==> config.mk <==
export PLATFORM = sky130hd
export DESIGN_NAME = cnt_job_sched
export DESIGN_NICKNAME = d
export VERILOG_FILES = /design/src/rtl/cnt_job_sched.sv
export SDC_FILE = /design/constraint.sdc
export NUM_CORES = 1
export LEC_CHECK = 0
export ABC_AREA = 0
export CAP_MARGIN = 10
export CORE_MARGIN = 3
export CORE_UTILIZATION = 47
export DETAILED_ROUTE_END_ITERATION = 12
export PLACE_DENSITY = 0.85
export SYNTH_ARGS = -nofsm -noshare
export SYNTH_HDL_FRONTEND = slang
export SYNTH_SLANG_ARGS = --single-unit
export TNS_END_PERCENT = 100
==> constraint.sdc <==
create_clock -name clk -period 3.8 [get_ports clk]
set_input_delay 0.76 -clock clk [delete_from_list [all_inputs] [get_ports clk]]
set_output_delay 0.76 -clock clk [all_outputs]
set_load 0.03 [all_outputs]
==> src/rtl/cnt_job_sched.sv <==
// Round-robin scheduler that hands one shared countdown counter to NREQ requesters in turn.
// Define CNT_JOB_SCHED_FIXED_PRIO_EN to switch arbitration to fixed lowest-index priority.
module cnt_job_sched #(
    parameter int BITS = 4,
    parameter int NREQ = 4
) (
    input  logic                 clk,
    input  logic                 reset,
    input  logic [NREQ-1:0]      req,
    input  logic [NREQ*BITS-1:0] len,
    output logic [NREQ-1:0]      gnt,
    output logic [NREQ-1:0]      done,
    output logic                 busy,
    output logic                 cnt_load,
    output logic                 cnt_on,
    output logic                 cnt_up,
    output logic [BITS-1:0]      cnt_data,
    input  logic [BITS-1:0]      cnt_value
);

    localparam int IW = (NREQ > 1) ? $clog2(NREQ) : 1;

    typedef enum logic [1:0] {
        IDLE,
        LOAD,
        RUN,
        DONE
    } state_t;

    state_t          state;
    state_t          next_state;
    logic [IW-1:0]   owner;
    logic [IW-1:0]   winner;
    logic            found;
    logic [BITS-1:0] len_arr [NREQ];
`ifndef CNT_JOB_SCHED_FIXED_PRIO_EN
    logic [IW-1:0]   ptr;
    logic [IW-1:0]   cand;
`endif

    function automatic logic [NREQ-1:0] onehot(input logic [IW-1:0] idx);
        onehot      = '0;
        onehot[idx] = 1'b1;
    endfunction

    always_comb begin
        for (int i = 0; i < NREQ; i++) begin
            len_arr[i] = len[i*BITS +: BITS];
        end
    end

    // Winner search: first requesting bit after the last grant, wrapping around.
    always_comb begin
        winner = '0;
        found  = 1'b0;
`ifdef CNT_JOB_SCHED_FIXED_PRIO_EN
        for (int k = 0; k < NREQ; k++) begin
            if (!found && req[IW'(k)]) begin
                winner = IW'(k);
                found  = 1'b1;
            end
        end
`else
        cand = '0;
        for (int k = 1; k <= NREQ; k++) begin
            cand = IW'((int'(ptr) + k) % NREQ);
            if (!found && req[cand]) begin
                winner = cand;
                found  = 1'b1;
            end
        end
`endif
    end

    always_ff @(posedge clk or posedge reset) begin
        if (reset) begin
            state <= IDLE;
        end else begin
            state <= next_state;
        end
    end

    // Counter control decodes straight from state so the counter reacts in the same cycle.
    always_comb begin
        next_state = state;
        cnt_load   = 1'b0;
        cnt_on     = 1'b0;
        cnt_up     = 1'b0;
        busy       = (state != IDLE);
        case (state)
            IDLE: begin
                if (found) begin
                    next_state = LOAD;
                end
            end
            LOAD: begin
                cnt_load   = 1'b1;
                next_state = RUN;
            end
            RUN: begin
                cnt_on = (cnt_value != '0);
                if (cnt_value == '0) begin
                    next_state = DONE;
                end
            end
            DONE: begin
                next_state = IDLE;
            end
            default: begin
                next_state = IDLE;
            end
        endcase
    end

    // done is registered on the RUN->DONE edge so it lines up with the DONE state.
    always_ff @(posedge clk or posedge reset) begin
        if (reset) begin
            gnt      <= '0;
            done     <= '0;
            cnt_data <= '0;
            owner    <= '0;
`ifndef CNT_JOB_SCHED_FIXED_PRIO_EN
            ptr      <= IW'(NREQ - 1);
`endif
        end else begin
            case (state)
                IDLE: begin
                    if (found) begin
                        gnt      <= onehot(winner);
                        owner    <= winner;
                        cnt_data <= len_arr[winner];
`ifndef CNT_JOB_SCHED_FIXED_PRIO_EN
                        ptr      <= winner;
`endif
                    end
                end
                RUN: begin
                    if (cnt_value == '0) begin
                        done <= onehot(owner);
                    end
                end
                DONE: begin
                    gnt  <= '0;
                    done <= '0;
                end
                default: begin
                end
            endcase
        end
    end

endmodule

==> results of run 1 <==
synth_stat cells, types with 2 or more instances:
cell	n	area, µm²
dfstp_2	2	52.6
nor2_1	12	45.0
a22o_1	4	35.0
nor3_1	3	15.0
inv_1	6	22.5
or2_0	2	12.5
or2b_1	3	22.5
nor3b_1	2	15.0
nor4b_1	4	35.0
mux2i_1	4	40.0
ha_1	4	50.1
mux2_2	2	22.5
a211oi_2	2	25.0
a211oi_1	6	45.0
o21ai_0	5	25.0
nand2_1	9	33.8
dfrtp_1	16	400
power by group:
group	switching [mW]	leakage (nW)	total (mW)	internal (mW)
registers	0.0644	0.220	0.348	0.284
logic	0.403	0.387	0.712	0.309
clock network	0.0580	0.0210	0.116	0.0584
total	0.525	0.628	1.18	0.651
worst min-delay path, stage by stage, from the launching register on:
cell and delay (ns):
dfstp_2 0.41, nand2_1 0.06, nand2_1 0.05
final timing paths:
kind | startpoint | end | slack [ns] | cells after the start
worst max-delay path | cnt_value[1] | cnt_on | 0.81 | 3
worst min-delay path | ptr[1]$_DFFE_PP1P_ | ptr[1]$_DFFE_PP1P_ | 0.50 | 2
worst max register to register | state[1]$_DFFE_PP0P_ | cnt_data[0]$_DFFE_PP0P_ | 1.62 | 6
worst min register to register | ptr[1]$_DFFE_PP1P_ | ptr[1]$_DFFE_PP1P_ | 0.50 | 2
max in group asynchronous | reset | gnt[1]$_DFFE_PP0P_ | 2.51 | 2
min in group asynchronous | reset | done[1]$_DFFE_PP0P_ | 0.86 | 2
sequential cells by signal, indices dropped and copies added (netlist names):
name	count
ptr	2
cnt_data	4
gnt	4
owner	2
state	2
done	4
per-stage QoR:
stage / instances / hold WS, ns / utilization [%] / setup WS [ns]
2_1_floorplan: 110 / 0.465 / - / 1.69
3_3_place_gp: 171 / 0.479 / 71.5 / 0.829
6_report: 175 / 0.501 / 73.2 / 0.806
3_5_place_dp: 171 / 0.485 / 71.5 / 0.813
5_1_grt: 175 / 0.523 / 73.2 / 0.768
4_1_cts: 175 / 0.502 / 73.2 / 0.804
layer usage:
layer  track usage, %  vias up
li1                 -      474
met1             26.7      461
met2             33.3       25
met3             4.63        2
met4             4.56        0
met5                0        -
final cells by class:
cell class	instances	share of cell area, %
inverters	6	1.48
well taps	27	2.22
flip-flops and latches	18	29.7
repair buffers	40	26.3
multi-input cells	80	37.9
clock buffers	4	2.38
layout by cell type, fill, tap and decap left out, types with 2 or more instances in the layout:
master and n:
inv_1 6, a211oi_2 2, dfstp_2 2, dfrtp_1 16, nor3b_1 2, a22o_1 4
nand2_1 9, ha_1 4, o21ai_0 5, nor4b_1 4, clkdlybuf4s50_1 40, or2b_1 3
nor2_1 12, or2_0 2, a211oi_1 6, mux2i_1 4, nor3_1 3, clkbuf_4 3
mux2_2 2
cell families (layout without fill, tap and decap cells):
family / Yosys count / count (layout)
buffers and inverters: 12 / 50
other: 1 / 1
AND/OR/NAND/NOR: 42 / 42
adder cells (fa/ha/maj): 4 / 4
AO/OA/AOI/OAI: 27 / 27
multiplexers: 6 / 6
flip-flops: 18 / 18
==> impl_metrics.toml, run 1 <==
[global_route]
grt_pass1_wl_um = 4330
grt.overflow.total = 0
antenna_found_initial = 0
grt_max_degree = 19
grt_util_all_layers_pct = 20.2
first_global_vias = 964

[layout]
areaGrowthSynthToFinish_pct = 37.9
finalNetCount = 179
multi_input_area_um2 = 578
n_antenna_cell = 0
seqCellArea_um2 = 453
nFillCells = 163
finalInstanceArea_um2 = 1520
drive_gt1_share_pct = 9.46

[logic_synthesis]
synth_compound_area_share_pct = 19.9
netlist_instances = 110
synthesis.area_um2 = 1100
synthesis.nets = 140
synth_top_family_by_area = "simple AND/OR/NAND/NOR gates"
synth.avg_cell_area_um2 = 10.0
synthArstFlopShare_pct = 100
synth_adder_area_share_pct = 4.53
synth-main-ff-cell = "dfrtp_1"
ys_warn_count = 0
synth_cell_types = 41
synth.area.mux_share_pct = 5.66
synth_edf_count = 0
yosys.area_share.simple_pct = 21.9
synth_xor_area_share_pct = 0
ys_ff_latch = 18
seq_area_frac_synth_pct = 41.0

[die]
start_util_pct = 53.1
core_area_um2 = 2080
ioPinCount = 42
dieWidth_um = 54.5
die_h_um = 54.5
rows = 16
design.die.area_um2 = 2970

[clock_tree]
insertion_delay_ns = 0.29
cts_made_buffers = 3
clk_pin_slew_ns = 0.10
cts-root-buf = "clkbuf_4"
clkSinkCount = 18
htree_num_levels = 1
cts_tree = "done"
cts_resized = 0
ctsHoldBuffers = 0
post-cts-setup-buffers = 0
cts_max_path_buffers = 2

[critical_path]
critPathCaptureType = "output pin"
slowest_stage = "clkdlybuf4s50_1"
path_cells = "clkdlybuf4s50_1, o41a_1, clkdlybuf4s50_1"
max_stage_delay_ns = 0.61
path_buf_inv = 2
cpMostUsedCell = "clkdlybuf4s50_1"
cp.required_ns = 3.04
crit_fanout = 3
crit_type = "input pin to output pin"
cp-start-kind = "input pin"
crit_family = "buffers and inverters"
cp.arrival_ns = 2.23

[run_status]
status = "completed"

[detailed_routing]
wl_met1_um = 1120
vias_per_cell = 5.50
ant_nets = 0
dr_wl_met2_um = 1390
dr.pass1.iters = 4
drt_wl_total_um = 2640
drt_iter0_markers = 20
routed.top_layer = "met4"
wl_met3_um = 121
wire_per_inst_um = 15.1
num_vias = 962
drt_drc_violations_left = 0

[power]
max-vdd-ir-drop_uv = 515
p_total_mw = 1.18
p_per_area_nw_per_um2 = 772
cellLeakagePower_nw = 0.628

[sta]
fin_crit_sh_pct = 78.8
min_period_ns = 2.99
slew_violations = 0
hold_viol = 0
finalSetupViolCount = 0
rsz0062_at_grt = "false"
worst_pin_slew_ns = 0.681
slew_headroom_pct = 54.5
skew_ns = 0.00296
setup_tns_ns = 0
fmax_mhz = 334

[place]
place_congestion = 0.736
io_buffers = 40
place_hpwl_um = 2100
postPlaceCellArea_um2 = 1490

[min_path]
hold_class = "flip-flop to flip-flop"

[run]
drv_cap = 0
Power figures use the tool's default switching activity.
==> run 2: changes to the inputs <==
- CORE_UTILIZATION: 47 -> 43
- PLACE_DENSITY: 0.85 -> 0.78
- clock period: 3.8 -> 2.84 ns (I/O delays scaled with it)
==> run 2 against run 1 <==
Against the previous run: clock power is 40% higher; non-clock buffer count increased by 1; final area rose by 0.57%; global-route usage fell by 2.5 points; total power grew 33%.
==> impl_metrics.toml, run 2 (synthesis gave the netlist of run 1 again) <==
[run_status]
status = "completed"

[die]
design.die.area_um2 = 3210
dieWidth_um = 56.7
start_util_pct = 47.7
rows = 17
core_area_um2 = 2320
die_h_um = 56.7
ioPinCount = 42

[detailed_routing]
dr.pass1.iters = 4
num_vias = 959
drt_wl_total_um = 2550
drt_iter0_markers = 20
vias_per_cell = 5.42
wire_per_inst_um = 14.4
drt_drc_violations_left = 0
ant_nets = 0

[clock_tree]
clk_pin_slew_ns = 0.11
htree_num_levels = 1
post-cts-setup-buffers = 0
cts_made_buffers = 3
clkSinkCount = 18
cts-root-buf = "clkbuf_4"
insertion_delay_ns = 0.30
cts_max_path_buffers = 2
cts_resized = 0
cts_tree = "done"
ctsHoldBuffers = 0

[min_path]
hold_class = "flip-flop to flip-flop"
holdPathStages = 2

[critical_path]
cp-start-kind = "input pin"
path_cells = "clkdlybuf4s50_1, o41a_1, clkdlybuf4s50_1"
slowest_stage = "clkdlybuf4s50_1"
startpoint = "cnt_value[1]"
reg2reg_to = "cnt_data[0]$_DFFE_PP0P_"
crit_fanout = 3
crit_family = "buffers and inverters"
crit_type = "input pin to output pin"
reg2reg_from = "state[0]$_DFFE_PP0P_"
critPathCaptureType = "output pin"
r2r_setup_slack_ns = 0.70
max_stage_delay_ns = 0.61
worstRegToRegCells = 6
cp.required_ns = 2.27
worstSetupEndpoint = "cnt_on"
cpMostUsedCell = "clkdlybuf4s50_1"
cp.arrival_ns = 2.05
critical_path_depth = 3
path_buf_inv = 2

[layout]
nFillCells = 208
largestRegisters = "cnt_data (4), done (4), gnt (4)"
final_common_cell = "clkdlybuf4s50_1"
drive_gt1_share_pct = 10.1
mostFrequentLayoutCells = "clkdlybuf4s50_1 (40), dfrtp_1 (16), nor2_1 (12), nand2_1 (9)"
finalNetCount = 180
finalInstanceArea_um2 = 1530
n_antenna_cell = 0
areaGrowthSynthToFinish_pct = 38.7

[power]
p_total_mw = 1.57
cellLeakagePower_nw = 0.633
p_per_area_nw_per_um2 = 1020
max-vdd-ir-drop_uv = 718

[sta]
slew_violations = 0
rsz0062_at_grt = "false"
hold_viol = 0
skew_ns = 0.00300
min_period_ns = 2.62
slew_headroom_pct = 54.4
setup_tns_ns = 0
worst_pin_slew_ns = 0.684
fin_crit_sh_pct = 92.2
fin_ws_ns = 0.222
fmax_mhz = 382
finalSetupViolCount = 0

[global_route]
antenna_found_initial = 0
grt_pass1_wl_um = 4540
grt.overflow.total = 0
first_global_vias = 994
grt_max_degree = 19
grt_util_all_layers_pct = 17.6

[place]
place_congestion = 0.831
place_hpwl_um = 1970
place_ws_ns = 0.126
io_buffers = 40
postPlaceCellArea_um2 = 1500

[run]
drv_cap = 0
## run 2: power by group
| group | internal (mW) | switching [mW] |
|---|---|---|
| clock | 0.0782 | 0.0839 |
| sequential | 0.379 | 0.0845 |
| combinational | 0.415 | 0.527 |
| total | 0.872 | 0.695 |
## run 2: routing by layer
metal  track usage (%)  part of all wire (%)  vias up
li1                  -                     -      475
met1              23.3                    47      458
met2              28.5                    47       22
met3              3.22                   5.5        4
met4              6.10                  0.90        0
met5                 0                     0        -
## run 2: worst min path at each step
stage | slack (ns) | end | start
after global routing | 0.53 | ptr[1]$_DFFE_PP1P_ | ptr[1]$_DFFE_PP1P_
after global placement | 0.48 | ptr[1]$_DFFE_PP1P_ | ptr[1]$_DFFE_PP1P_
after floorplan | 0.46 | ptr[1]$_DFFE_PP1P_ | ptr[1]$_DFFE_PP1P_
final | 0.49 | ptr[1]$_DFFE_PP1P_ | ptr[1]$_DFFE_PP1P_
after detailed placement | 0.48 | ptr[1]$_DFFE_PP1P_ | ptr[1]$_DFFE_PP1P_
after CTS | 0.50 | ptr[1]$_DFFE_PP1P_ | ptr[1]$_DFFE_PP1P_
## run 2: per-stage QoR
| stage | std cells | hold WS, ns | util (%) |
|---|---|---|---|
| CTS | 177 | 0.496 | 66.1 |
| floorplan | 110 | 0.465 | - |
| global placement | 173 | 0.478 | 64.5 |
| finish | 177 | 0.495 | 66.1 |
| detailed placement | 173 | 0.480 | 64.5 |
| global route | 177 | 0.530 | 66.1 |
## run 2: area by class of cell
class | count | area, µm² | share of cell area, %
Multi-Input combinational cell | 80 | 578 | 37.7
Tap cell | 28 | 35.0 | 2.29
Timing Repair Buffer | 41 | 408 | 26.6
Sequential cell | 18 | 453 | 29.6
Clock buffer | 4 | 36.3 | 2.37
Inverter | 6 | 22.5 | 1.47
## run 2: worst min-delay path, stage by stage (launching register included)
cell     delay (ns)
dfstp_2        0.41
nand2_1        0.06
nand2_1        0.04
==> run 3: changes to the inputs <==
- CORE_UTILIZATION: 43 -> 39
- PLACE_DENSITY: 0.78 -> 0.75
- clock period: 2.84 -> 2.4 ns (I/O delays scaled with it)
==> run 3 against run 2 <==
Against the previous run: cell count rose by 8.5%; global-route usage fell by 0.95 points; clock-buffer cell count did not move; critical endpoint is now cnt_data[3]$_DFFE_PP0P_; non-clock buffer count rose by 13; routed wire length rose by 6.9%; sequential power rose by 20%; highest routed layer unchanged; worst hold slack improved by 0.0035 ns; combinational power rose by 31%; first-iteration DRC count rose by 30%; clock skew rose by 0.00059 ns; worst setup slack improved by 0.020 ns; sequential share of layout area fell by 1.9 points.
==> impl_metrics.toml, run 3 (synthesis gave the netlist of run 1 again) <==
[run_status]
status = "completed"

[detailed_routing]
vias_per_cell = 5.29
drt_iter0_markers = 26
ant_nets = 0
wire_per_inst_um = 14.2
dr.pass1.iters = 4
num_vias = 1015
drt_wl_total_um = 2720
drt_drc_violations_left = 0

[power]
pwr-share-seq_pct = 28.1
p_comb_share_pct = 62.5
p_total_mw = 1.97
cellLeakagePower_nw = 0.716
max-vdd-ir-drop_uv = 834
p_sw_share_pct = 43.2
intPower_mw = 1.12
p_per_area_nw_per_um2 = 1200
p_clk_share_pct = 9.4
switching_power_mw = 0.852

[sta]
fmax_mhz = 463
finalSetupViolCount = 0
min_period_ns = 2.16
slew_headroom_pct = 54.0
fin_crit_sh_pct = 89.9
fin_ws_ns = 0.242
worst_pin_slew_ns = 0.690
skew_ns = 0.00359
slew_violations = 0
hold_viol = 0
rsz0062_at_grt = "false"

[clock_tree]
clkSinkCount = 18
insertion_delay_ns = 0.29
cts-root-buf = "clkbuf_4"
cts_made_buffers = 3
post-cts-setup-buffers = 0
htree_num_levels = 1
clk_pin_slew_ns = 0.10
cts_tree = "done"
cts_max_path_buffers = 2

[place]
place_hpwl_um = 2230
placedCellCount = 188
postPlaceCellArea_um2 = 1600
io_buffers = 40
place_congestion = 0.783
place_ws_ns = -0.0658

[global_route]
grt_pass1_wl_um = 4440
grt_max_degree = 19
antenna_found_initial = 0
grt.overflow.total = 0
first_global_vias = 1015
grt_util_all_layers_pct = 16.7

[critical_path]
cp.required_ns = 2.57
cp.arrival_ns = 2.33
reg2reg_to = "cnt_data[3]$_DFFE_PP0P_"
worstRegToRegCells = 6
slowest_stage = "clkdlybuf4s50_1"
path_cells = "clkdlybuf4s50_1, nor2_1, nor3_1, or3_1, buf_4, mux2i_1, a211oi_1"
reg2reg_from = "state[1]$_DFFE_PP0P_"
crit_fanout = 8
max_stage_delay_ns = 0.56
cp-start-kind = "input pin"
critPathCaptureType = "flip-flop"
crit_type = "input pin to flip-flop"
r2r_setup_slack_ns = 0.46

[die]
dieWidth_um = 59.2
design.die.area_um2 = 3510
start_util_pct = 42.7
rows = 18
core_area_um2 = 2590
ioPinCount = 42
die_h_um = 59.2

[layout]
final_core_util_pct = 63.2
largestRegisters = "cnt_data (4), done (4), gnt (4)"
n_antenna_cell = 0
drive_gt1_share_pct = 17.3
mostFrequentLayoutCells = "clkdlybuf4s50_1 (38), dfrtp_1 (16), buf_4 (14), nor2_1 (12), nand2_1 (9)"
multi_input_area_um2 = 578
final_common_cell = "clkdlybuf4s50_1"
nFillCells = 223
finalInstanceArea_um2 = 1640
finalNetCount = 193
final_cells = 192
areaGrowthSynthToFinish_pct = 48.2
seqCellArea_um2 = 453

[min_path]
hp-start = "ptr[1]$_DFFE_PP1P_"
holdPathStages = 2
hold_class = "flip-flop to flip-flop"
holdPathEnd = "ptr[1]$_DFFE_PP1P_"

[run]
drv_cap = 0
run 3: worst max path at each step:
stage | startpoint | endpoint | slack (ns)
after floorplan | cnt_value[1] | done[0]$_DFFE_PP0P_ | 0.57
after global placement | cnt_value[1] | cnt_on | 0.01
after detailed placement | req[1] | cnt_data[3]$_DFFE_PP0P_ | -0.07
after CTS | cnt_value[1] | cnt_on | 0.003
after global routing | req[1] | cnt_data[3]$_DFFE_PP0P_ | 0.13
final | req[1] | cnt_data[3]$_DFFE_PP0P_ | 0.24
run 3: routing by layer:
metal	up-vias	wire, µm	track usage [%]
met5	-	0	0
met4	0	32	4.85
met3	4	130	4.58
met2	25	1480	31.0
met1	487	1070	18.1
li1	499	-	-
run 3: what timing repair did:
| item | 4_1_cts | 5_1_grt |
|---|---|---|
| setup endpoints to repair | 0 | 2 |
| hold buffers | 0 | 0 |
| hold endpoints to repair | 0 | 0 |
| resized for setup | 0 | 2 |
run 3: power by group through the flow:
stage,logic (mW),clock network [mW],registers [mW]
6_report,1.23,0.185,0.555
3_5_place_dp,1.24,0,0.560
3_3_place_gp,1.21,0,0.548
4_1_cts,1.25,0.193,0.554
2_1_floorplan,0.675,0,0.684
5_1_grt,1.34,0.203,0.573
run 3: layout make-up:
| type | instances | area share [%] |
|---|---|---|
| multi-input combinational | 80 | 35.3 |
| timing repair buffer | 54 | 31.2 |
| sequential | 18 | 27.7 |
| tap | 30 | 2.29 |
| clock buffer | 4 | 2.22 |
| inverter | 6 | 1.38 |
run 3: through the flow:
step	setup TNS, ns	hold WS, ns
CTS	0	0.498
global placement	0	0.479
detailed placement	-0.0951	0.481
finish	0	0.498
global route	0	0.515
floorplan	0	0.417
run 3: critical path: cells and delay by family:
kind / cells / cell delay [ns]
buffers and inverters: 2 / 0.76
and+or+nand+nor: 3 / 0.73
muxes: 1 / 0.25
AOI/OAI and AO/OA: 1 / 0.10
